## src/rtl/traffic_pkg.sv

```systemverilog
// Shared types and helpers for the N-approach traffic phase controller:
// FSM state encoding, rotating-priority approach search and per-approach lamp encoding.
package traffic_pkg;

   localparam int unsigned MAX_APPROACH = 8;

   typedef enum logic [2:0] {
      ST_ALLRED,
      ST_GREEN,
      ST_YELLOW,
      ST_EMG_YEL,
      ST_EMG_RED,
      ST_EMG_HOLD
   } state_t;

   typedef struct packed {
      logic g;
      logic y;
      logic r;
   } lamp_t;

   // First demanding approach after phase (phase itself last); plain rotation when idle.
   function automatic int unsigned next_approach(input int unsigned phase,
                                                 input int unsigned demand,
                                                 input int unsigned n);
      int unsigned sel;
      int unsigned idx;
      logic        found;
      sel   = (phase + 1) % n;
      found = 1'b0;
      for (int unsigned k = 1; k <= MAX_APPROACH; k++) begin
         idx = (phase + k) % n;
         if (k <= n && !found && (((demand >> idx) & 32'd1) != 32'd0)) begin
            sel   = idx;
            found = 1'b1;
         end
      end
      return sel;
   endfunction

   function automatic lamp_t lamp_encode(input state_t st, input logic owner);
      lamp_t l;
      l = '{g: 1'b0, y: 1'b0, r: 1'b1};
      if (owner) begin
         case (st)
            ST_GREEN, ST_EMG_HOLD: l = '{g: 1'b1, y: 1'b0, r: 1'b0};
            ST_YELLOW, ST_EMG_YEL: l = '{g: 1'b0, y: 1'b1, r: 1'b0};
            default:               l = '{g: 1'b0, y: 1'b0, r: 1'b1};
         endcase
      end
      return l;
   endfunction

endpackage

```

## src/rtl/traffic_phase_ctrl_tick_prescaler.sv

```systemverilog
// Free-running clk divider producing a one-cycle tick every CLK_DIV cycles;
// restart re-aligns the count so every state starts on a fresh tick period.
module tick_prescaler #(
   parameter int unsigned CLK_DIV = 100000000
) (
   input  logic clk,
   input  logic reset,
   input  logic restart,
   output logic tick
);

   localparam int unsigned CW = (CLK_DIV > 1) ? $clog2(CLK_DIV) : 1;

   logic [CW-1:0] count;

   assign tick = (count == CW'(CLK_DIV - 1));

   always_ff @(posedge clk) begin
      if (reset || restart || tick) count <= '0;
      else                          count <= count + 1'b1;
   end

endmodule

```

## src/rtl/traffic_phase_ctrl.sv

```systemverilog
// N-approach round-robin traffic light controller with emergency pre-emption;
// all lamp/phase outputs are registered from the next-state decode.
module traffic_phase_ctrl
   import traffic_pkg::*;
#(
   parameter int unsigned N_APPROACH = 4,
   parameter int unsigned CLK_DIV    = 100000000,
   parameter int unsigned GREEN_T    = 5,
   parameter int unsigned YELLOW_T   = 2,
   parameter int unsigned ALLRED_T   = 1,
   parameter int unsigned AW         = $clog2(N_APPROACH)
) (
   input  logic                  clk,
   input  logic                  reset,
   input  logic                  emergency,
   input  logic [AW-1:0]         emg_dir,
   input  logic [N_APPROACH-1:0] demand,
   output logic [N_APPROACH-1:0] green,
   output logic [N_APPROACH-1:0] yellow,
   output logic [N_APPROACH-1:0] red,
   output logic [AW-1:0]         phase,
   output logic                  emg_active
);

   localparam int unsigned TMAX = (GREEN_T > YELLOW_T) ?
                                  ((GREEN_T > ALLRED_T) ? GREEN_T : ALLRED_T) :
                                  ((YELLOW_T > ALLRED_T) ? YELLOW_T : ALLRED_T);
   localparam int unsigned TW = $clog2(TMAX + 1);

   typedef logic [TW-1:0] tmr_t;

   state_t                  state, state_nx;
   logic [AW-1:0]           phase_nx, edir_q, edir_eff;
   logic                    emg_q, first_q, first_nx, eyel_q, eyel_nx;
   tmr_t                    timer;
   logic                    tick, restart, done, emg_nx;
   logic [N_APPROACH-1:0]   green_nx, yellow_nx, red_nx;
   lamp_t                   lamp;

   function automatic tmr_t dur(input state_t s);
      case (s)
         ST_GREEN:              return tmr_t'(GREEN_T - 1);
         ST_YELLOW, ST_EMG_YEL: return tmr_t'(YELLOW_T - 1);
         default:               return tmr_t'(ALLRED_T - 1);
      endcase
   endfunction

   tick_prescaler #(.CLK_DIV(CLK_DIV)) u_prescaler (
      .clk     (clk),
      .reset   (reset),
      .restart (restart),
      .tick    (tick)
   );

   assign done     = tick && (timer == '0);
   assign restart  = (state_nx != state);
   // A direction presented on the rising edge of emergency is usable in that same cycle.
   assign edir_eff = (emergency && !emg_q) ? emg_dir : edir_q;

   always_comb begin
      state_nx = state;
      phase_nx = phase;
      first_nx = first_q;
      eyel_nx  = eyel_q;
      case (state)
         ST_ALLRED: if (done) begin
            first_nx = 1'b0;
            if (emergency) begin
               state_nx = ST_EMG_HOLD;
               phase_nx = edir_eff;
            end else begin
               state_nx = ST_GREEN;
               phase_nx = first_q ? '0 :
                          AW'(next_approach(32'(phase), 32'(demand), N_APPROACH));
            end
         end
         ST_GREEN: begin
            if (emergency) begin
               state_nx = (edir_eff == phase) ? ST_EMG_HOLD : ST_EMG_YEL;
            end else if (done) begin
               state_nx = ST_YELLOW;
               eyel_nx  = 1'b0;
            end
         end
         ST_YELLOW, ST_EMG_YEL: if (done) begin
            state_nx = emergency ? ST_EMG_RED : ST_ALLRED;
         end
         ST_EMG_RED: if (done) begin
            if (emergency) begin
               state_nx = ST_EMG_HOLD;
               phase_nx = edir_eff;
            end else begin
               state_nx = ST_ALLRED;
            end
         end
         ST_EMG_HOLD: if (!emergency) begin
            state_nx = ST_YELLOW;
            eyel_nx  = 1'b1;
         end
         default: state_nx = ST_ALLRED;
      endcase
   end

   always_comb begin
      green_nx  = '0;
      yellow_nx = '0;
      red_nx    = '1;
      lamp      = '{g: 1'b0, y: 1'b0, r: 1'b1};
      for (int unsigned i = 0; i < N_APPROACH; i++) begin
         lamp         = lamp_encode(state_nx, phase_nx == AW'(i));
         green_nx[i]  = lamp.g;
         yellow_nx[i] = lamp.y;
         red_nx[i]    = lamp.r;
      end
      emg_nx = (state_nx inside {ST_EMG_YEL, ST_EMG_RED, ST_EMG_HOLD}) ||
               (state_nx == ST_YELLOW && eyel_nx);
   end

   always_ff @(posedge clk) begin
      if (reset) begin
         state      <= ST_ALLRED;
         phase      <= '0;
         timer      <= tmr_t'(ALLRED_T - 1);
         edir_q     <= '0;
         emg_q      <= 1'b0;
         first_q    <= 1'b1;
         eyel_q     <= 1'b0;
         green      <= '0;
         yellow     <= '0;
         red        <= '1;
         emg_active <= 1'b0;
      end else begin
         state      <= state_nx;
         phase      <= phase_nx;
         first_q    <= first_nx;
         eyel_q     <= eyel_nx;
         emg_q      <= emergency;
         if (emergency && !emg_q) edir_q <= emg_dir;
         if (restart)                    timer <= dur(state_nx);
         else if (tick && timer != '0)   timer <= timer - 1'b1;
         green      <= green_nx;
         yellow     <= yellow_nx;
         red        <= red_nx;
         emg_active <= emg_nx;
      end
   end

endmodule

```

## config.mk

```make
export PLATFORM = sky130hd
export DESIGN_NAME = traffic_phase_ctrl
export DESIGN_NICKNAME = d
export VERILOG_FILES = /design/src/rtl/traffic_pkg.sv /design/src/rtl/traffic_phase_ctrl_tick_prescaler.sv /design/src/rtl/traffic_phase_ctrl.sv
export SDC_FILE = /design/constraint.sdc
export NUM_CORES = 1
export LEC_CHECK = 0
export CELL_PAD_IN_SITES_DETAIL_PLACEMENT = 1
export CELL_PAD_IN_SITES_GLOBAL_PLACEMENT = 1
export CORE_MARGIN = 8
export CORE_UTILIZATION = 30
export DETAILED_ROUTE_END_ITERATION = 10
export HOLD_SLACK_MARGIN = 0.05
export PLACE_DENSITY = 0.55
export SLEW_MARGIN = 10
export SYNTH_ARGS = -nofsm -noshare
export SYNTH_HDL_FRONTEND = slang
export SYNTH_SLANG_ARGS = --single-unit
export TNS_END_PERCENT = 10
```

## constraint.sdc

```tcl
create_clock -name clk -period 4.45 [get_ports clk]
set_input_delay 0.445 -clock clk [delete_from_list [all_inputs] [get_ports clk]]
set_output_delay 0.445 -clock clk [all_outputs]
set_load 0.005 [all_outputs]
```

==> results of run 1 <==
==> stage by stage <==
stage	cell area, µm²	std cells	hold WS [ns]	util, %
floorplan	2720	323	0.426	-
global placement	3050	445	0.445	34.8
detailed placement	3050	445	0.447	34.8
CTS	3170	453	0.470	36.2
global route	3170	453	0.495	36.2
finish	3170	453	0.466	36.2
==> registers in the layout, indices dropped and copies added (netlist names) <==
name and count:
edir_q 2, u_prescaler.count 27, eyel_q 1, green 4
first_q 1, emg_active 1, state 3, timer 3
phase 2, emg_q 1, yellow 4, red 4
==> cells in the mapped netlist (6+ instances only) <==
library cell | number | area [µm²]
nor2_1 | 59 | 221
dfxtp_1 | 53 | 1060
xnor2_1 | 17 | 149
nand2_1 | 16 | 60.1
nand2b_1 | 14 | 87.6
inv_1 | 13 | 48.8
nand3_1 | 13 | 65.1
nor3_1 | 11 | 55.1
a21oi_1 | 10 | 50.1
xor2_1 | 10 | 87.6
clkbuf_1 | 8 | 30.0
nor2b_1 | 6 | 37.5
o21ai_0 | 6 | 30.0
==> worst max path at each step <==
stage,from,end,slack [ns],cells after the start
2_1_floorplan,u_prescaler.count[8],red[3],2.11,7
3_3_place_gp,emergency,red[3],1.08,9
3_5_place_dp,emergency,red[3],1.10,9
4_1_cts,emergency,red[3],1.41,9
5_1_grt,emergency,red[3],1.24,9
6_report,emergency,red[3],1.44,9
==> critical path: stages <==
cell             delay [ns]
clkdlybuf4s50_1        0.45
buf_4                  0.23
or4bb_1                0.52
nor4_1                 0.53
and4b_1                0.28
o21ai_0                0.07
o211a_1                0.24
or2_1                  0.27
nand2b_1               0.14
==> area by class of cell <==
class	instances	area share, %
multi-input cells	245	49.1
flip-flops and latches	53	33.5
repair buffers	26	7.97
well taps	108	4.26
clock buffers	7	2.72
inverters	13	1.54
clock inverters	1	0.947
==> routing by layer <==
metal  track usage, %  share of wire (%)
met3             2.60                3.8
met1             13.3                 46
met4             1.87               0.45
met2             18.3                 50
met5                0                  0
==> power groups by stage <==
stage / clock (µW) / sequential [µW] / combinational (µW)
floorplan: 0 / 492 / 28.5
global placement: 0 / 493 / 45.9
detailed placement: 0 / 493 / 46.0
CTS: 359 / 482 / 46.5
global route: 377 / 482 / 51.2
finish: 341 / 481 / 45.4
==> cell families (layout without fill, tap and decap cells) <==
kind of cell             Yosys count  count (layout)
flip-flops                        53              53
adder cells (fa/ha/maj)            3               3
multiplexers                       8               8
AO/OA/AOI/OAI                     45              45
AND/OR/NAND/NOR                  162             162
XOR/XNOR                          27              27
buffers and inverters             25              47
==> impl_summary.txt, run 1 <==
----------------------------------------------------
[Timing]
  Slack of the critical path ... 1.44 ns
  Number of pins exceeding their max-slew limit in the final report ... 0
  Final critical path time including I/O delays and setup ... 3.01 ns
  RSZ-0062 raised after global routing ... no
  Worst clock skew on the final layout ... 0.00989 ns
  Hold Violations, Final ... 0
  Fraction of the cycle the final worst path needs ... 67.7%
  Number of failing setup endpoints in the final timing report ... 0
  Setup TNS ... 0 ns
  Tightest Pin Transition ... 0.672 ns
  Max-slew headroom at the worst pin ... 54.8%
  Maximum achievable frequency ... 332 MHz

[Logic synthesis]
  Number of warnings issued by yosys ... 0
  Synthesized instance count ... 323
  Post-synth design cell area ... 0.00272 mm²
  Mean Syn Cell Area ... 8.41 µm²
  Synth Register Bits ... 53
  Fraction of the mapped netlist area in simple logic gates ... 32.3%
  Ys flop type ... dfxtp_1
  Portion of the post-synthesis area used by sequential elements ... 39.1%
  Share of synthesized cell area in full adder, half adder and majority cells ... 1.38%
  Fraction of registers with async set/reset ... 0%
  Largest family of logic cells by synthesized area ... simple AND/OR/NAND/NOR gates
  Yosys cell types ... 58
  Total nets after synthesis ... 335
  Number of synthesized flops with an enable pin ... 0
  Mux share of post-synthesis cell area ... 3.09%
  Post-synthesis share of cell area spent on xor and xnor gates ... 8.71%
  Compound-gate portion of the synthesized area ... 11.8%

[Pwr]
  Switching Share ... 21.3%
  P_leak ... 0.00112 µW
  Clock network fraction of total power ... 39.3%
  Internal ... 683 µW
  Highest ir drop seen on vdd ... 113 µV
  Total power consumption of the routed design ... 868 µW
  Sequential cell fraction of total power ... 55.5%
  Combinational share of power ... 5.2%
  Net switching power ... 185 µW
  Power per cell area ... 274 mW/mm²

[Min path]
  Worst hold path depth ... 1
  Source of the worst hold timing path ... u_prescaler.count[0]
  Endpoint with the worst hold slack ... u_prescaler.count[0]
  Type of the tightest min-delay check ... reg -> reg

[Floorplan]
  Initial Util ... 31.0%
  Die Y-Extent ... 111 µm
  Count of boundary I/O pins ... 24
  Core Region ... 0.00876 mm²
  Standard-cell row count ... 34
  Die area ... 0.0124 mm²
  Die Width ... 111 µm

[Finish]
  Final #Nets ... 356
  # diodes ... 0
  Multi-input gate area in the final layout ... 0.00156 mm²
  Filler cell count in the final layout ... 1093
  Layout cell share with drive strength beyond 1 ... 6.38%
  Relative area change from synthesis to final layout ... 16.7%
  Commonest non-fill, non-tap cells in the layout ... nor2_1, dfxtp_1, clkdlybuf4s50_1
  Most common cell after layout, fill and taps aside ... nor2_1
  Area occupied by registers ... 0.00106 mm²

[Clocking]
  Count of cells resized by post-cts repair ... 0
  Buffer depth of the longest clock path ... 2
  Hold-fix buffers at CTS ... 0
  Clk pin slew, worst setup/hold paths ... 0.09 ns
  Number of clock sinks ... 53
  Root buffer cell ... clkbuf_8
  Insertion delay to the later sink of the worst-skew pair ... 0.30 ns
  TritonCTS clock tree ... done
  H-Tree Level Count ... 2
  Post-CTS setup buffer count ... 0
  Inserted Clock Buffers ... 5

[Global route]
  First-pass GRT wire length ... 11.4 mm
  Overflow after GRT ... 0
  Number of antenna violations at the first check in global routing ... 0
  Pin count of the biggest net entering global routing ... 28
  Overall Global Routing Usage ... 10.7%
  Via count of the first global-routing pass ... 2298

[Critical path]
  Endpoint kind of the worst setup timing path ... flop
  FF-to-FF path depth ... 7
  Critical setup path kind ... in -> reg
  Reg-to-reg critical path startpoint ... u_prescaler.count[15]
  Required time reported for the critical path endpoint ... 4.63 ns
  Reg2Reg Setup Slack ... 1.53 ns
  Worst flop-to-flop path endpoint ... red[3]
  Largest fanout of any net on the critical path ... 22
  Worst endpoint data arrival time ... 3.19 ns
  Startpoint type of the worst setup path ... input port

[Route]
  Antenna Nets Post-Route ... 0
  Iter 0 DRT Violations ... 42
  Count of vias placed by the detailed router ... 2317
  First-pass detailed-route iteration total ... 4
  Final Routed Wirelength ... 6.50 mm
  Routed len/inst ... 14.4 µm
  Vias per std cell ... 5.11
  Number of design rule violations left after detail routing ... 0

[Placed design]
  Placed wire-length estimate ... 4.83 mm
  Post-placement worst setup slack ... 1.10 ns
  Final weighted congestion in routability-driven placement ... 0.748
  I/O Buffers ... 23

[Status]
  Status ... complete, no violations

[Job]
  Max-Cap Viols ... 0

----------------------------------------------------
Power figures use the tool's default switching activity.
==> inputs of run 2 (changes only) <==
--- a/config.mk
+++ b/config.mk
@@ -11,7 +11,7 @@
 export CORE_UTILIZATION = 30
 export DETAILED_ROUTE_END_ITERATION = 10
 export HOLD_SLACK_MARGIN = 0.05
-export PLACE_DENSITY = 0.55
+export PLACE_DENSITY = 0.58
 export SLEW_MARGIN = 10
 export SYNTH_ARGS = -nofsm -noshare
 export SYNTH_HDL_FRONTEND = slang
==> constraint.sdc (replaced) <==
create_clock -name clk -period 2.7 [get_ports clk]
set_input_delay 0.27 -clock clk [delete_from_list [all_inputs] [get_ports clk]]
set_output_delay 0.27 -clock clk [all_outputs]
set_load 0.005 [all_outputs]
==> run 2 against run 1 <==
  * Non-clock buffer count increased by 14
  * Critical path depth fell by 1
  * Power up 58%
  * Die area unchanged
  * Clock-buffer cell count is 1 lower
==> impl_summary.txt, run 2 (synthesis gave the netlist of run 1 again) <==
----------------------------------------------------
[Global route]
  Overflow after GRT ... 0
  Pin count of the biggest net entering global routing ... 28
  First-pass GRT wire length ... 12.1 mm
  Via count of the first global-routing pass ... 2441
  Number of antenna violations at the first check in global routing ... 0
  Overall Global Routing Usage ... 11.4%

[Pwr]
  P_leak ... 0.00119 µW
  Power per cell area ... 418 mW/mm²
  Highest ir drop seen on vdd ... 252 µV

[Timing]
  Hold Violations, Final ... 0
  Slack of the critical path ... 0.174 ns
  Number of pins exceeding their max-slew limit in the final report ... 0
  Max-slew headroom at the worst pin ... 55.6%
  Maximum achievable frequency ... 396 MHz
  RSZ-0062 raised after global routing ... no
  Hold Slack ... 0.471 ns
  Fraction of the cycle the final worst path needs ... 93.6%
  Tightest Pin Transition ... 0.666 ns
  Worst clock skew on the final layout ... 0.00759 ns
  Final critical path time including I/O delays and setup ... 2.53 ns
  Number of failing setup endpoints in the final timing report ... 0

[Min path]
  Type of the tightest min-delay check ... reg -> reg

[Finish]
  Non-Filler Cell Area, Final ... 0.00327 mm²
  Flip-flop count of the largest register, all copies and words added ... 27
  Most common cell after layout, fill and taps aside ... nor2_1
  # diodes ... 0
  Register ranked first by flip-flop count ... u_prescaler.count
  Multi-input gate area in the final layout ... 0.00156 mm²
  Relative area change from synthesis to final layout ... 20.5%
  Filler cell count in the final layout ... 1033
  Area occupied by registers ... 0.00106 mm²
  Final cell count without fillers ... 467
  Layout cell share with drive strength beyond 1 ... 10.6%
  Commonest non-fill, non-tap cells in the layout ... nor2_1, dfxtp_1, clkdlybuf4s50_1
  Final #Nets ... 370

[Route]
  Number of design rule violations left after detail routing ... 0
  Final Routed Wirelength ... 7.01 mm
  Routed len/inst ... 15.0 µm
  First-pass detailed-route iteration total ... 4
  Antenna Nets Post-Route ... 0
  Iter 0 DRT Violations ... 77
  Count of vias placed by the detailed router ... 2358
  Vias per std cell ... 5.05

[Clocking]
  Buffer depth of the longest clock path ... 2
  H-Tree Level Count ... 2
  Insertion delay to the later sink of the worst-skew pair ... 0.30 ns
  Clk pin slew, worst setup/hold paths ... 0.10 ns
  Hold-fix buffers at CTS ... 0
  Root buffer cell ... clkbuf_8
  Inserted Clock Buffers ... 5
  Count of cells resized by post-cts repair ... 0
  Post-CTS setup buffer count ... 0
  Number of clock sinks ... 53
  TritonCTS clock tree ... done

[Critical path]
  Endpoint kind of the worst setup timing path ... flop
  Startpoint type of the worst setup path ... flop
  Worst endpoint data arrival time ... 2.72 ns
  Largest fanout of any net on the critical path ... 5
  Critical setup path kind ... reg -> reg
  Max stage delay cell, worst path ... or4b_1
  Series of cell instances along the critical path ... or4b_1, nor4_1, buf_4, and4b_1, o21ai_0, o211a_1, or2_1, nand2b_1
  Required time reported for the critical path endpoint ... 2.90 ns
  Delay of the slowest cell on the worst path ... 0.62 ns

[Floorplan]
  Standard-cell row count ... 34
  Count of boundary I/O pins ... 24
  Die Width ... 111 µm
  Initial Util ... 31.0%
  Die area ... 0.0124 mm²
  Core Region ... 0.00876 mm²
  Die Y-Extent ... 111 µm

[Placed design]
  Post-placement worst setup slack ... -0.106 ns
  Final weighted congestion in routability-driven placement ... 0.773
  Placed wire-length estimate ... 5.30 mm
  Number of cells after detailed placement ... 459
  I/O Buffers ... 23
  Post-detailed-placement cell area ... 0.00317 mm²

[Job]
  Max-Cap Viols ... 0

[Status]
  Status ... complete, no violations

----------------------------------------------------
## run 2: layout make-up
cell class	count	share of cell area (%)
sequential	53	32.4
clock buffer	6	2.52
timing repair buffer	40	11.3
inverter	13	1.49
multi-input combinational	245	47.6
tap	108	4.13
clock inverter	2	0.497
## run 2: worst paths after layout
check                         end  depth (start not counted)             startpoint  slack (ns)
max                        red[3]                          8  u_prescaler.count[12]        0.17
min          u_prescaler.count[0]                          1   u_prescaler.count[0]        0.47
max reg2reg                red[3]                          8  u_prescaler.count[12]        0.17
min reg2reg  u_prescaler.count[0]                          1   u_prescaler.count[0]        0.47
## run 2: critical path: cells and delay by family, from the launching register on
family,cells,cell delay (ns)
buffers and inverters,1,0.20
and+or+nand+nor,5,1.57
AOI/OAI and AO/OA,2,0.30
DFF,1,0.35
## run 2: stage by stage
stage | util, % | total power [µW] | setup TNS, ns
final | 37.3 | 1370 | 0
after global routing | 37.3 | 1430 | 0
after CTS | 37.3 | 1390 | 0
after detailed placement | 36.2 | 895 | -1.20
after global placement | 36.2 | 894 | -0.0332
after floorplan | - | 857 | 0
## run 2: metal layers
| layer | up-vias | global-route usage (%) | wire length [µm] | share of wire [%] |
|---|---|---|---|---|
| met1 | 1139 | 13.7 | 3250 | 46 |
| met2 | 14 | 20.5 | 3560 | 51 |
| met5 | - | 0 | 0 | 0 |
| met3 | 2 | 2.33 | 174 | 2.5 |
| li1 | 1203 | - | - | - |
| met4 | 0 | 2.13 | 31 | 0.44 |
## run 2: report_power, final
group | total (µW) | internal (µW) | switching (µW)
logic | 82.5 | 39.6 | 42.9
registers | 794 | 788 | 5.72
clock network | 492 | 212 | 280
==> inputs of run 3 (changes only) <==
--- a/config.mk
+++ b/config.mk
@@ -10,6 +10,7 @@
 export CORE_MARGIN = 8
 export CORE_UTILIZATION = 30
 export DETAILED_ROUTE_END_ITERATION = 10
+export GPL_ROUTABILITY_DRIVEN = 0
 export HOLD_SLACK_MARGIN = 0.05
 export PLACE_DENSITY = 0.58
 export SLEW_MARGIN = 10
==> results of run 3 <==
Same layout as run 2: the final DEF is identical, and so are final timing and power.
